**src/rtl/ps2_pkg.sv**
```systemverilog
// Shared PS/2 definitions: transmitter FSM states, completion codes and the
// keyboard command bytes used by the host side.
package ps2_pkg;

  typedef enum logic [2:0] {
    StIdle,
    StInhibit,
    StRts,
    StShift,
    StAck,
    StWaitIdle,
    StDone
  } tx_state_e;

  typedef enum logic [1:0] {
    ErrOk      = 2'b00,
    ErrStartTo = 2'b01,
    ErrFrameTo = 2'b10,
    ErrNack    = 2'b11
  } tx_err_e;

  localparam logic [7:0] CmdSetLed    = 8'hED;
  localparam logic [7:0] CmdTypematic = 8'hF3;
  localparam logic [7:0] CmdReset     = 8'hFF;
  localparam logic [7:0] RspAck       = 8'hFA;

  // Parity bit that makes the count of ones over data+parity odd.
  function automatic logic odd_parity(input logic [7:0] data);
    return ~^data;
  endfunction

endpackage

```
**src/rtl/ps2_host_tx_if.sv**
```systemverilog
// Command handshake between a requester and the PS/2 host transmitter.
//   tx_data/tx_valid : byte and request (requester -> transmitter)
//   tx_ready/tx_busy : idle / transaction in progress
//   tx_done/tx_err   : end-of-transaction pulse and its completion code
interface ps2_host_tx_if;
  logic [7:0] tx_data;
  logic       tx_valid;
  logic       tx_ready;
  logic       tx_busy;
  logic       tx_done;
  logic [1:0] tx_err;

  modport master (
    output tx_data, tx_valid,
    input  tx_ready, tx_busy, tx_done, tx_err
  );

  modport slave (
    input  tx_data, tx_valid,
    output tx_ready, tx_busy, tx_done, tx_err
  );
endinterface

```
**src/rtl/ps2_line_sync.sv**
```systemverilog
// Two-flop synchroniser for one asynchronous PS/2 pad line plus a falling-edge
// detector on the synchronised value. Flops reset to 1 (idle line level).
//   clk, rst : system clock, asynchronous active-high reset
//   line_i   : raw pad input
//   line_o   : synchronised level
//   fall_o   : one-cycle pulse when line_o goes 1 -> 0
module ps2_line_sync (
  input  logic clk,
  input  logic rst,
  input  logic line_i,
  output logic line_o,
  output logic fall_o
);

  logic meta_q, sync_q, prev_q;

  always_ff @(posedge clk or posedge rst) begin
    if (rst) begin
      meta_q <= 1'b1;
      sync_q <= 1'b1;
      prev_q <= 1'b1;
    end else begin
      meta_q <= line_i;
      sync_q <= meta_q;
      prev_q <= sync_q;
    end
  end

  assign line_o = sync_q;
  assign fall_o = prev_q & ~sync_q;

endmodule

```
**src/rtl/ps2_host_tx.sv**
```systemverilog
// Host-to-device PS/2 transmitter. Inhibits the bus, issues request-to-send,
// shifts start/data/parity/stop out on device clock falls, samples the device
// ACK and reports completion with a code.
//   clk, rst                 : system clock, asynchronous active-high reset
//   tx_if (slave)            : command handshake and completion report
//   ps2_clk_in, ps2_data_in  : raw pad levels (asynchronous)
//   ps2_clk_oe, ps2_data_oe  : 1 pulls the open-drain line low
module ps2_host_tx
  import ps2_pkg::*;
#(
  parameter int unsigned INHIBIT_CYCLES = 5000,
  parameter int unsigned START_TIMEOUT  = 750000,
  parameter int unsigned FRAME_TIMEOUT  = 100000,
  parameter int unsigned CNT_W          = 20
) (
  input  logic          clk,
  input  logic          rst,
  ps2_host_tx_if.slave  tx_if,
  input  logic          ps2_clk_in,
  input  logic          ps2_data_in,
  output logic          ps2_clk_oe,
  output logic          ps2_data_oe
);

  localparam logic [CNT_W-1:0] InhibitLast = CNT_W'(INHIBIT_CYCLES - 1);
  localparam logic [CNT_W-1:0] StartLast   = CNT_W'(START_TIMEOUT - 1);
  localparam logic [CNT_W-1:0] FrameLast   = CNT_W'(FRAME_TIMEOUT - 1);

  tx_state_e        state_q, state_d;
  logic [CNT_W-1:0] timer_q, timer_d;
  logic [8:0]       shift_q, shift_d;
  logic [3:0]       bitcnt_q, bitcnt_d;
  tx_err_e          err_q, err_d;
  logic             clk_oe_q, clk_oe_d;
  logic             data_oe_q, data_oe_d;

  logic clk_sync, clk_fall, data_sync;
  // The transmitter has no use for data-line edges.
  logic unused_data_fall;

  ps2_line_sync u_clk_sync (
    .clk    (clk),
    .rst    (rst),
    .line_i (ps2_clk_in),
    .line_o (clk_sync),
    .fall_o (clk_fall)
  );

  ps2_line_sync u_data_sync (
    .clk    (clk),
    .rst    (rst),
    .line_i (ps2_data_in),
    .line_o (data_sync),
    .fall_o (unused_data_fall)
  );

  always_ff @(posedge clk or posedge rst) begin
    if (rst) begin
      state_q   <= StIdle;
      timer_q   <= '0;
      shift_q   <= '0;
      bitcnt_q  <= '0;
      err_q     <= ErrOk;
      clk_oe_q  <= 1'b0;
      data_oe_q <= 1'b0;
    end else begin
      state_q   <= state_d;
      timer_q   <= timer_d;
      shift_q   <= shift_d;
      bitcnt_q  <= bitcnt_d;
      err_q     <= err_d;
      clk_oe_q  <= clk_oe_d;
      data_oe_q <= data_oe_d;
    end
  end

  always_comb begin
    state_d   = state_q;
    timer_d   = timer_q;
    shift_d   = shift_q;
    bitcnt_d  = bitcnt_q;
    err_d     = err_q;
    clk_oe_d  = clk_oe_q;
    data_oe_d = data_oe_q;

    unique case (state_q)
      StIdle: begin
        if (tx_if.tx_valid) begin
          state_d   = StInhibit;
          shift_d   = {odd_parity(tx_if.tx_data), tx_if.tx_data};
          bitcnt_d  = '0;
          timer_d   = '0;
          clk_oe_d  = 1'b1;
          data_oe_d = 1'b0;
        end
      end
      StInhibit: begin
        if (timer_q == InhibitLast) begin
          // Release clock and assert the start bit together.
          state_d   = StRts;
          clk_oe_d  = 1'b0;
          data_oe_d = 1'b1;
          timer_d   = '0;
        end else begin
          timer_d = timer_q + 1'b1;
        end
      end
      StRts: begin
        if (clk_fall) begin
          state_d   = StShift;
          data_oe_d = ~shift_q[0];
          bitcnt_d  = 4'd1;
          timer_d   = '0;
        end else if (timer_q == StartLast) begin
          state_d   = StDone;
          err_d     = ErrStartTo;
          data_oe_d = 1'b0;
        end else begin
          timer_d = timer_q + 1'b1;
        end
      end
      StShift: begin
        if (timer_q == FrameLast) begin
          state_d   = StDone;
          err_d     = ErrFrameTo;
          data_oe_d = 1'b0;
        end else begin
          timer_d = timer_q + 1'b1;
          if (clk_fall) begin
            bitcnt_d = bitcnt_q + 4'd1;
            if (bitcnt_q == 4'd9) begin
              data_oe_d = 1'b0;  // stop bit: release
              state_d   = StAck;
            end else begin
              data_oe_d = ~shift_q[bitcnt_q];
            end
          end
        end
      end
      StAck: begin
        if (timer_q == FrameLast) begin
          state_d   = StDone;
          err_d     = ErrFrameTo;
          data_oe_d = 1'b0;
        end else begin
          timer_d = timer_q + 1'b1;
          if (clk_fall) begin
            if (!data_sync) begin
              state_d = StWaitIdle;
            end else begin
              state_d = StDone;
              err_d   = ErrNack;
            end
          end
        end
      end
      StWaitIdle: begin
        if (clk_sync && data_sync) begin
          state_d = StDone;
          err_d   = ErrOk;
        end
      end
      StDone: begin
        state_d = StIdle;
      end
      default: begin
        state_d   = StIdle;
        clk_oe_d  = 1'b0;
        data_oe_d = 1'b0;
      end
    endcase
  end

  assign tx_if.tx_ready = (state_q == StIdle);
  assign tx_if.tx_busy  = (state_q != StIdle);
  assign tx_if.tx_done  = (state_q == StDone);
  assign tx_if.tx_err   = err_q;
  assign ps2_clk_oe     = clk_oe_q;
  assign ps2_data_oe    = data_oe_q;

endmodule

```
**src/flat_wrapper.sv**
```systemverilog
// flat-port wrapper written by rule: the top's interface ports become plain ports
module ps2_host_tx_flat import ps2_pkg::*;
#(
  parameter int unsigned INHIBIT_CYCLES = 5000,
  parameter int unsigned START_TIMEOUT  = 750000,
  parameter int unsigned FRAME_TIMEOUT  = 100000,
  parameter int unsigned CNT_W          = 20
)
  (clk, rst, ps2_clk_in, ps2_data_in, ps2_clk_oe, ps2_data_oe, tx_if_tx_data, tx_if_tx_valid, tx_if_tx_ready, tx_if_tx_busy, tx_if_tx_done, tx_if_tx_err);
  ps2_host_tx_if tx_if_i ();
  input  logic clk;
  input  logic rst;
  input  logic ps2_clk_in;
  input  logic ps2_data_in;
  output logic ps2_clk_oe;
  output logic ps2_data_oe;
  input wire logic [$bits(tx_if_i.tx_data)-1:0] tx_if_tx_data;
  input wire logic [$bits(tx_if_i.tx_valid)-1:0] tx_if_tx_valid;
  output wire logic [$bits(tx_if_i.tx_ready)-1:0] tx_if_tx_ready;
  output wire logic [$bits(tx_if_i.tx_busy)-1:0] tx_if_tx_busy;
  output wire logic [$bits(tx_if_i.tx_done)-1:0] tx_if_tx_done;
  output wire logic [$bits(tx_if_i.tx_err)-1:0] tx_if_tx_err;
  assign tx_if_i.tx_data = tx_if_tx_data;
  assign tx_if_i.tx_valid = tx_if_tx_valid;
  assign tx_if_tx_ready = tx_if_i.tx_ready;
  assign tx_if_tx_busy = tx_if_i.tx_busy;
  assign tx_if_tx_done = tx_if_i.tx_done;
  assign tx_if_tx_err = tx_if_i.tx_err;
  ps2_host_tx #(.INHIBIT_CYCLES(INHIBIT_CYCLES), .START_TIMEOUT(START_TIMEOUT), .FRAME_TIMEOUT(FRAME_TIMEOUT), .CNT_W(CNT_W)) u_core (.clk(clk), .rst(rst), .tx_if(tx_if_i), .ps2_clk_in(ps2_clk_in), .ps2_data_in(ps2_data_in), .ps2_clk_oe(ps2_clk_oe), .ps2_data_oe(ps2_data_oe));
endmodule
```
**config.mk**
```make
export PLATFORM = sky130hd
export DESIGN_NAME = ps2_host_tx_flat
export DESIGN_NICKNAME = d
export VERILOG_FILES = /design/src/rtl/ps2_pkg.sv /design/src/rtl/ps2_host_tx_if.sv /design/src/rtl/ps2_line_sync.sv /design/src/rtl/ps2_host_tx.sv /design/src/flat_wrapper.sv
export SDC_FILE = /design/constraint.sdc
export NUM_CORES = 1
export LEC_CHECK = 0
export ABC_AREA = 0
export CAP_MARGIN = 20
export CORE_MARGIN = 8
export CORE_UTILIZATION = 35
export CTS_CLUSTER_SIZE = 20
export DETAILED_ROUTE_END_ITERATION = 7
export REMOVE_ABC_BUFFERS = 1
export SLEW_MARGIN = 20
export SYNTH_ARGS = -nofsm -noshare
export SYNTH_HDL_FRONTEND = slang
export SYNTH_SLANG_ARGS = --single-unit
```
**constraint.sdc**
```tcl
create_clock -name clk -period 6.45 [get_ports clk]
set_clock_uncertainty 0.2 [all_clocks]
set_input_delay 1.935 -clock clk [delete_from_list [all_inputs] [get_ports clk]]
set_output_delay 1.935 -clock clk [all_outputs]
set_load 0.03 [all_outputs]
```
== Word level (Yosys, flattened, before mapping) ==
Cells that the tools add are included.

* Add/sub/neg operators: 2
* $lt $le $gt $ge: 1
* Equal/unequal tests: 27
* Muxes and demuxes: 45
* Bitwise operators: 6
* Reductions and logical operators: 17

{| class="wikitable"
|+ Operators with widths
! cell !! count
|-
| $mux W20 || 5
|-
| $pmux W20 S4 || 1
|-
| $mux W3 || 10
|-
| $add A20 B1 Y20 const B || 1
|-
| $eq A20 B13 Y1 const B || 1
|-
| $eq A20 B17 Y1 const B || 1
|-
| $eq A20 B20 Y1 const B || 1
|-
| $pmux W3 S6 || 1
|-
| $mux W2 || 8
|-
| $mux W4 || 4
|-
| $ne A2 B1 Y1 const B || 7
|-
| $reduce_and A7 Y1 || 2
|-
| $ne A3 B1 Y1 const B || 4
|-
| $pmux W4 S3 || 1
|-
| $mux W1 || 11
|-
| $eq A3 B3 Y1 const B || 3
|-
| $ne A2 B2 Y1 const B || 4
|-
| $pmux W2 S4 || 1
|-
| $reduce_bool A4 Y1 || 2
|-
| $reduce_xnor A8 Y1 || 1
|-
| $eq A3 B2 Y1 const B || 2
|-
| $ne A3 B2 Y1 const B || 2
|-
| $pmux W1 S6 || 1
|-
| $reduce_and A6 Y1 || 1
|-
| 17 further kinds || 23
|}

* Register bits after elaboration: 45
* Bits of input ports: 13
* Output and inout bits: 7
* Word-level logic and storage cells: 110

== Depth between registers and ports, before layout ==
Gate-level depths: netlist of run 1.

* Depth after elaboration: 7
* Depth in mapped cells: 9
* Depth with buffers taken out: 7

== Cells and area by module ==
Synthesis of run 1 repeated with hierarchy kept, for this count alone.

* Cells, all modules: 302
* Area total of the unflattened synthesis: 2870.3 µm²

{| class="wikitable"
|+ By module, submodules not included
! module !! times used !! cells an instance !! area each (µm²) !! seq. area each (µm²)
|-
| ps2_host_tx || 1 || 292 || 2677.6 || 1001.0
|-
| ps2_line_sync || 2 || 5 || 96.3 || 78.8
|}

== Worst setup path before layout of run 1 ==
OpenSTA, ideal clock, no wires.

* Path type: register to output
* From: register u_core.state_q[0]
* To: output port tx_if_tx_busy
* Arrival: 1.745 ns
* Required time: 4.315 ns
* Path slack: 2.570 ns
* Cell stages (with the launch flop): 4
* Buffers on the path: 1
* Cells stage by stage: dfrtp_1 clkbuf_1 nor3_1 inv_1

* Word-level cells in the longest chain between the ends: 1

{| class="wikitable"
|+ Ends and longest elaborated chain
! what !! line !! source
|-
| start: declaration || ps2_host_tx.sv:29 || <nowiki>tx_state_e state_q, state_d;</nowiki>
|-
| start signal: assignment || ps2_host_tx.sv:59 || <nowiki>state_q <= StIdle;</nowiki>
|-
| start signal: assignment || ps2_host_tx.sv:67 || <nowiki>state_q <= state_d;</nowiki>
|-
| $reduce_bool A3 Y1 || ps2_host_tx.sv:175 || <nowiki>assign tx_if.tx_busy = (state_q != StIdle);</nowiki>
|-
| end: declaration || flat_wrapper.sv:20 || <nowiki>output wire logic [$bits(tx_if_i.tx_busy)-1:0] tx_if_tx_busy;</nowiki>
|}

No other way between the ends.

== Worst setup path after layout of run 1 ==
* From: register u_core.state_q[1]
* To: output port tx_if_tx_done

* Word-level cells in the longest chain between the ends: 1

{| class="wikitable"
|+ Ends and longest elaborated chain
! what !! line !! source
|-
| $eq A3 B3 Y1 || ps2_host_tx.sv:176 || <nowiki>assign tx_if.tx_done = (state_q == StDone);</nowiki>
|-
| end: declaration || flat_wrapper.sv:21 || <nowiki>output wire logic [$bits(tx_if_i.tx_done)-1:0] tx_if_tx_done;</nowiki>
|}

No other way between the ends.

==> impl_metrics.tcl, run 1 <==
set metrics [dict create \
    outcome "finished, final reports clean" \
    syn_to_final_growth_pct 13.0 \
    wirelength_mm 6.76 \
    ys_seq_area_share_pct 40.2 \
    fin_total_pwr_mw 1.35 \
    arrival_ns 2.24 \
    endpoint "tx_if_tx_done" \
    crit_chain "clkinv_1 -> nor3_1 -> clkdlybuf4s50_1" \
    regArea_mm2 0.00113 \
    max_freq_mhz 229 \
    critPathKind "register to primary output" \
    place.gp.congestion 0.860 \
    cts_resized 0 \
    die-area_mm2 0.0112 \
    layout-drive-gt1-share_pct 11.2 \
    insertedDiodeCount 0 \
    slew_headroom_pct 38.8 \
    crit_path_end_kind "primary output" \
    die_x_um 106 \
    die_h_um 106 \
    path_clk_slew_ns 0.09 \
    finalCriticalPeriod_ns 4.37 \
    cp.required_ns 4.32 \
    grt.overflow.total 0 \
    post-cts-setup-buffers 0 \
    insertion_delay_ns 0.30 \
    synth_top_area_share_pct 35.5 \
    wl_per_cell_um 16.3 \
    setup_tns_ns 0 \
    cts-buffers-inserted 5 \
    grt_pass1_wl_mm 11.6 \
    ys_ff_latch 45 \
    cts.sinks 45 \
    grt_max_degree 46 \
    post-dp-hpwl_mm 4.90 \
    vias 2408 \
    cap_violations 0 \
    final_cell_mix "40 x dfrtp_1, 26 x nand2_1, 19 x nor2_1, 19 x clkdlybuf4s50_1, 18 x o21ai_0" \
    multi_input_area_mm2 0.00160 \
    htreeDepth 2 \
    core_area_mm2 0.00777 \
    netlist-cell-type-count 59 \
    rsz0062_at_grt "false" \
    antenna_found_initial 0 \
    drt-initial-drc-count 255 \
    first_pass_iters 4 \
    initial_utilization_pct 36.3 \
    powerDensity_mw_per_mm2 422 \
    n_fill_cell 807 \
    ir_worst_vdd_v 0.000111 \
    p_leak_nw 1.22 \
    critPathMaxFanout 12 \
    synth_edf_count 0 \
    grt_pass1_vias 2362 \
    root_buffer "clkbuf_8" \
    synthTopCellsByArea "dfrtp_1 36%, dfstp_2 4.7%, mux2_2 4.0%" \
    nets 331 \
    cts_hold_buf 0 \
    layout_commonest_cell "dfrtp_1" \
    async_flop_share_pct 100 \
    syn_area_mm2 0.00282 \
    max_stage_delay_ns 0.72 \
    io_buffers 19 \
    r2r-end "u_core.timer_q[6]$_DFFE_PP0P_" \
    ff2ff_setup_slack_ns 3.16 \
    vias_per_cell 5.82 \
    cts_tree "yes" \
    finalHoldViolCount 0 \
    cp_slowest_cell "clkdlybuf4s50_1" \
    yosys_warnings 0 \
    period_share_pct 67.8 \
    worst_slew_pin_slew_ns 0.917 \
    rows 32 \
    reg2regPathDepth 7 \
    final_max_slew_viol_count 0 \
    cp-startpoint "u_core.state_q[1]$_DFFE_PP0P_" \
    ios 20 \
    netlist_instances 295 \
    synthFlopType "dfrtp_1" \
    grt_usage_pct 12.5 \
    drc 0 \
    syn_area_per_cell_um2 9.56 \
    final_antenna_net_count 0 \
    start_kind "register" \
    r2r-start "u_core.timer_q[0]$_DFFE_PP0P_" \
    hold_class "register to register" \
    clock_path_buffers 2 \
    setup_viol 0 \
    synth_top_area_cell "dfrtp_1" \
]
==> worst max-delay path: cells and delay by family, from the launching register on <==
family | cells | cell delay [ns]
simple gates | 1 | 0.29
buf+inv | 2 | 1.06
flops | 1 | 0.59
==> synth_stat cells, types with 2 or more instances <==
cell type,instances
a21boi_0,2
a21o_1,9
a21oi_1,9
a21oi_2,2
a22o_1,7
a2bb2oi_1,6
a31oi_1,3
and2_1,2
and3_1,2
buf_2,2
clkbuf_1,7
dfrtp_1,40
dfstp_2,5
ha_1,7
inv_1,10
mux2_2,10
mux2i_1,4
nand2_1,26
nand2b_1,6
nand3_1,14
nand3b_1,5
nand4_1,6
nand4bb_1,2
nor2_1,19
nor2b_1,5
nor3_1,8
nor4_1,6
nor4b_1,2
o211ai_1,3
o21ai_0,18
o22ai_1,2
o2bb2ai_1,4
o31ai_1,9
o41ai_1,2
xnor2_1,7
==> metal layers <==
layer / up-vias / part of all wire (%) / global-route usage (%)
met5: - / 0 / 0
met4: 0 / 1.8 / 5.03
met3: 13 / 5.1 / 2.19
met2: 80 / 45 / 18.7
met1: 1171 / 48 / 17.3
li1: 1144 / - / -
==> cell families (layout without fill, tap and decap cells) <==
family | Yosys count | in the layout | synth area share (%)
and+or+nand+nor | 111 | 111 | 21.9
AOI/OAI and AO/OA | 87 | 87 | 22.5
DFF | 45 | 45 | 40.2
buffers and inverters | 21 | 38 | 3.02
muxes | 17 | 17 | 7.15
adders and majority gates | 7 | 7 | 3.11
xor gates and xnor gates | 7 | 7 | 2.17
==> power by group <==
part / internal (mW) / switching [mW] / total, mW
logic: 0.291 / 0.382 / 0.674
clock network: 0.0791 / 0.107 / 0.186
registers: 0.365 / 0.120 / 0.486
total: 0.736 / 0.609 / 1.34
==> metrics by stage <==
step                      area, um^2  setup WS, ns  hold WS, ns  cells  util, %
after floorplan                 2780          2.56        0.145    285        -
after global placement          3090          2.21        0.147    406     39.8
after detailed placement        3090          2.18        0.147    406     39.8
after CTS                       3190          2.05        0.161    414     41.0
after global routing            3190          1.90        0.171    414     41.0
final                           3190          2.08        0.160    414     41.0
==> worst min-delay path by stage <==
stage                                            start                                  to  slack, ns  depth (start not counted)
floorplan           u_core.u_clk_sync.meta_q$_DFF_PP1_  u_core.u_clk_sync.line_o$_DFF_PP1_       0.15                          0
global placement    u_core.u_clk_sync.meta_q$_DFF_PP1_  u_core.u_clk_sync.line_o$_DFF_PP1_       0.15                          0
detailed placement  u_core.u_clk_sync.meta_q$_DFF_PP1_  u_core.u_clk_sync.line_o$_DFF_PP1_       0.15                          0
CTS                 u_core.u_clk_sync.meta_q$_DFF_PP1_  u_core.u_clk_sync.line_o$_DFF_PP1_       0.16                          0
global route        u_core.u_clk_sync.meta_q$_DFF_PP1_  u_core.u_clk_sync.line_o$_DFF_PP1_       0.17                          0
finish              u_core.u_clk_sync.meta_q$_DFF_PP1_  u_core.u_clk_sync.line_o$_DFF_PP1_       0.16                          0
==> final cells by class <==
class	instances	area share (%)
multi-input combinational	229	50.3
sequential	45	35.5
timing repair buffer	19	5.97
tap	102	4.00
clock buffer	5	2.16
inverter	11	1.30
clock inverter	3	0.785
==> sequential cells by signal, indices dropped and copies added (netlist names) <==
signal                     cells
u_core.bitcnt_q                4
u_core.ps2_clk_oe              1
u_core.ps2_data_oe             1
u_core.shift_q                 9
u_core.state_q                 3
u_core.timer_q                20
u_core.tx_if.tx_err            2
u_core.u_clk_sync.line_o       1
u_core.u_clk_sync.meta_q       1
u_core.u_clk_sync.prev_q       1
u_core.u_data_sync.line_o      1
u_core.u_data_sync.meta_q      1
(Power assumes the default switching activity.)
==> inputs of run 2 (changes only) <==
==> constraint.sdc (replaced) <==
create_clock -name clk -period 4.1 [get_ports clk]
set_clock_uncertainty 0.2 [all_clocks]
set_input_delay 1.23 -clock clk [delete_from_list [all_inputs] [get_ports clk]]
set_output_delay 1.23 -clock clk [all_outputs]
set_load 0.03 [all_outputs]
==> run 2 against run 1 <==
Final cell count increased by 1.2%. Setup slack got worse by 1.7 ns. Combinational power increased by 65%. Die area unchanged. Via count decreased by 0.62%. Non-clock buffer count increased by 5. First-iteration DRC count decreased by 27%. Critical path depth unchanged. Wire length increased by 1.1%. Total power increased by 68%. Flip-flop and latch count unchanged. Clock power increased by 120%. Critical path type unchanged.
==> impl_metrics.tcl, run 2 (synthesized netlist as in run 1, its figures left out) <==
set metrics [dict create \
    start_kind "register" \
    final_max_slew_viol_count 0 \
    cts_tree "yes" \
    grt_pass1_vias 2325 \
    p_int_mw 1.31 \
    seqPwrFrac_pct 32.6 \
    fin_area_mm2 0.00328 \
    powerDensity_mw_per_mm2 689 \
    finalCriticalPeriod_ns 3.70 \
    worst_slew_pin_slew_ns 0.773 \
    setup_ws_ns 0.403 \
    die_h_um 106 \
    htreeDepth 2 \
    final-instance-count-excl-fill 419 \
    insertedDiodeCount 0 \
    ios 20 \
    critPathMaxFanout 12 \
    nets 336 \
    post-dp-hpwl_mm 4.94 \
    place.gp.congestion 0.870 \
    p_leak_nw 1.28 \
    grt_usage_pct 12.6 \
    vias 2393 \
    layout-drive-gt1-share_pct 12.6 \
    p_comb_share_pct 49.2 \
    outcome "finished, final reports clean" \
    place_inst 410 \
    first_pass_iters 4 \
    cts.sinks 45 \
    die_x_um 106 \
    final_antenna_net_count 0 \
    wirelength_mm 6.83 \
    hold-worst-slack_ns 0.159 \
    post-cts-setup-buffers 0 \
    rows 32 \
    pre_cts_slack_ns 0.615 \
    grt_pass1_wl_mm 11.7 \
    final_cell_mix "40 x dfrtp_1, 26 x nand2_1, 19 x nor2_1, 19 x clkdlybuf4s50_1, 18 x o21ai_0" \
    period_share_pct 90.2 \
    drt-initial-drc-count 185 \
    cts-buffers-inserted 5 \
    postPlaceCellArea_mm2 0.00312 \
    sw_frac_of_total_pct 42.2 \
    grt.overflow.total 0 \
    rsz0062_at_grt "false" \
    drc 0 \
    grt_max_degree 46 \
    insertion_delay_ns 0.31 \
    p_sw_uw 954 \
    root_buffer "clkbuf_8" \
    arrival_ns 2.27 \
    max_stage_delay_ns 0.72 \
    wl_per_cell_um 16.3 \
    clock_path_buffers 2 \
    max_freq_mhz 271 \
    hold_class "register to register" \
    syn_to_final_growth_pct 16.4 \
    layout_commonest_cell "dfrtp_1" \
    top_regs "u_core.timer_q: 20 flops, u_core.shift_q: 9 flops, u_core.bitcnt_q: 4 flops" \
    die-area_mm2 0.0112 \
    slew_headroom_pct 48.3 \
    cts_hold_buf 0 \
    setup_viol 0 \
    core_area_mm2 0.00777 \
    critPathKind "register to primary output" \
    cts_resized 0 \
    crit_path_end_kind "primary output" \
    cp.required_ns 2.67 \
    setup_tns_ns 0 \
    cp_slowest_cell "clkdlybuf4s50_1" \
    initial_utilization_pct 36.3 \
    vias_per_cell 5.71 \
    path_clk_slew_ns 0.09 \
    clock_power_share_pct 18.2 \
    ir_worst_vdd_v 0.000200 \
    io_buffers 19 \
    largest_reg_flops 20 \
    crit_chain "clkinv_1 -> nor3_1 -> clkdlybuf4s50_1" \
    antenna_found_initial 0 \
    cap_violations 0 \
    registers.top_by_ff_count "u_core.timer_q" \
    finalHoldViolCount 0 \
]
[run 2: cell types whose count changed in the layout (fill, tap and decap cells not counted), sizes merged]
| cell | before | now |
|---|---|---|
| buf | 0 | 5 |
| inv | 12 | 11 |
| clkinvlp | 1 | 0 |
| bufinv | 0 | 2 |
[run 2: cell type report]
cell class,instances,area [um^2]
Fill cell,773,4490
Multi-Input combinational cell,229,1600
Sequential cell,45,1130
Timing Repair Buffer,24,240
Tap cell,102,128
Clock buffer,5,68.8
Clock inverter,3,68.8
Inverter,11,41.3
[run 2: layer usage]
| layer | global-route usage, % | vias up | wire, um |
|---|---|---|---|
| met5 | 0 | - | 0 |
| met2 | 19.1 | 72 | 3050 |
| met4 | 5.63 | 0 | 167 |
| met3 | 2.19 | 12 | 304 |
| li1 | - | 1148 | - |
| met1 | 17.1 | 1161 | 3310 |
[run 2: power by group through the flow]
stage / clock, mW / sequential, mW / combinational, mW
after floorplan: 0 / 0.741 / 0.772
after global placement: 0 / 0.740 / 1.11
after detailed placement: 0 / 0.744 / 1.11
after CTS: 0.421 / 0.736 / 1.11
after global routing: 0.435 / 0.766 / 1.22
final: 0.411 / 0.737 / 1.11
[run 2: through the flow]
stage                     utilization [%]  power, mW
after floorplan                         -       1.51
after global placement               40.2       1.85
after detailed placement             40.2       1.85
after CTS                            42.0       2.27
after global routing                 42.2       2.42
final                                42.2       2.26
[run 2: worst paths after layout]
check	end	slack, ns	start	cells after the start
min in group asynchronous	u_core.timer_q[16]$_DFFE_PP0P_	1.04	rst	2
worst min-delay path	u_core.u_clk_sync.line_o$_DFF_PP1_	0.16	u_core.u_clk_sync.meta_q$_DFF_PP1_	0
max in group asynchronous	u_core.u_clk_sync.meta_q$_DFF_PP1_	2.09	rst	3
worst min register to register	u_core.u_clk_sync.line_o$_DFF_PP1_	0.16	u_core.u_clk_sync.meta_q$_DFF_PP1_	0
worst max register to register	u_core.timer_q[12]$_DFFE_PP0P_	0.96	u_core.timer_q[13]$_DFFE_PP0P_	7
worst max-delay path	tx_if_tx_done	0.40	u_core.state_q[1]$_DFFE_PP0P_	3
[run 2: critical path: cells and delay by family (launching register included)]
family	cells	cell delay, ns
DFF	1	0.59
buffers and inverters	2	1.07
and+or+nand+nor	1	0.30
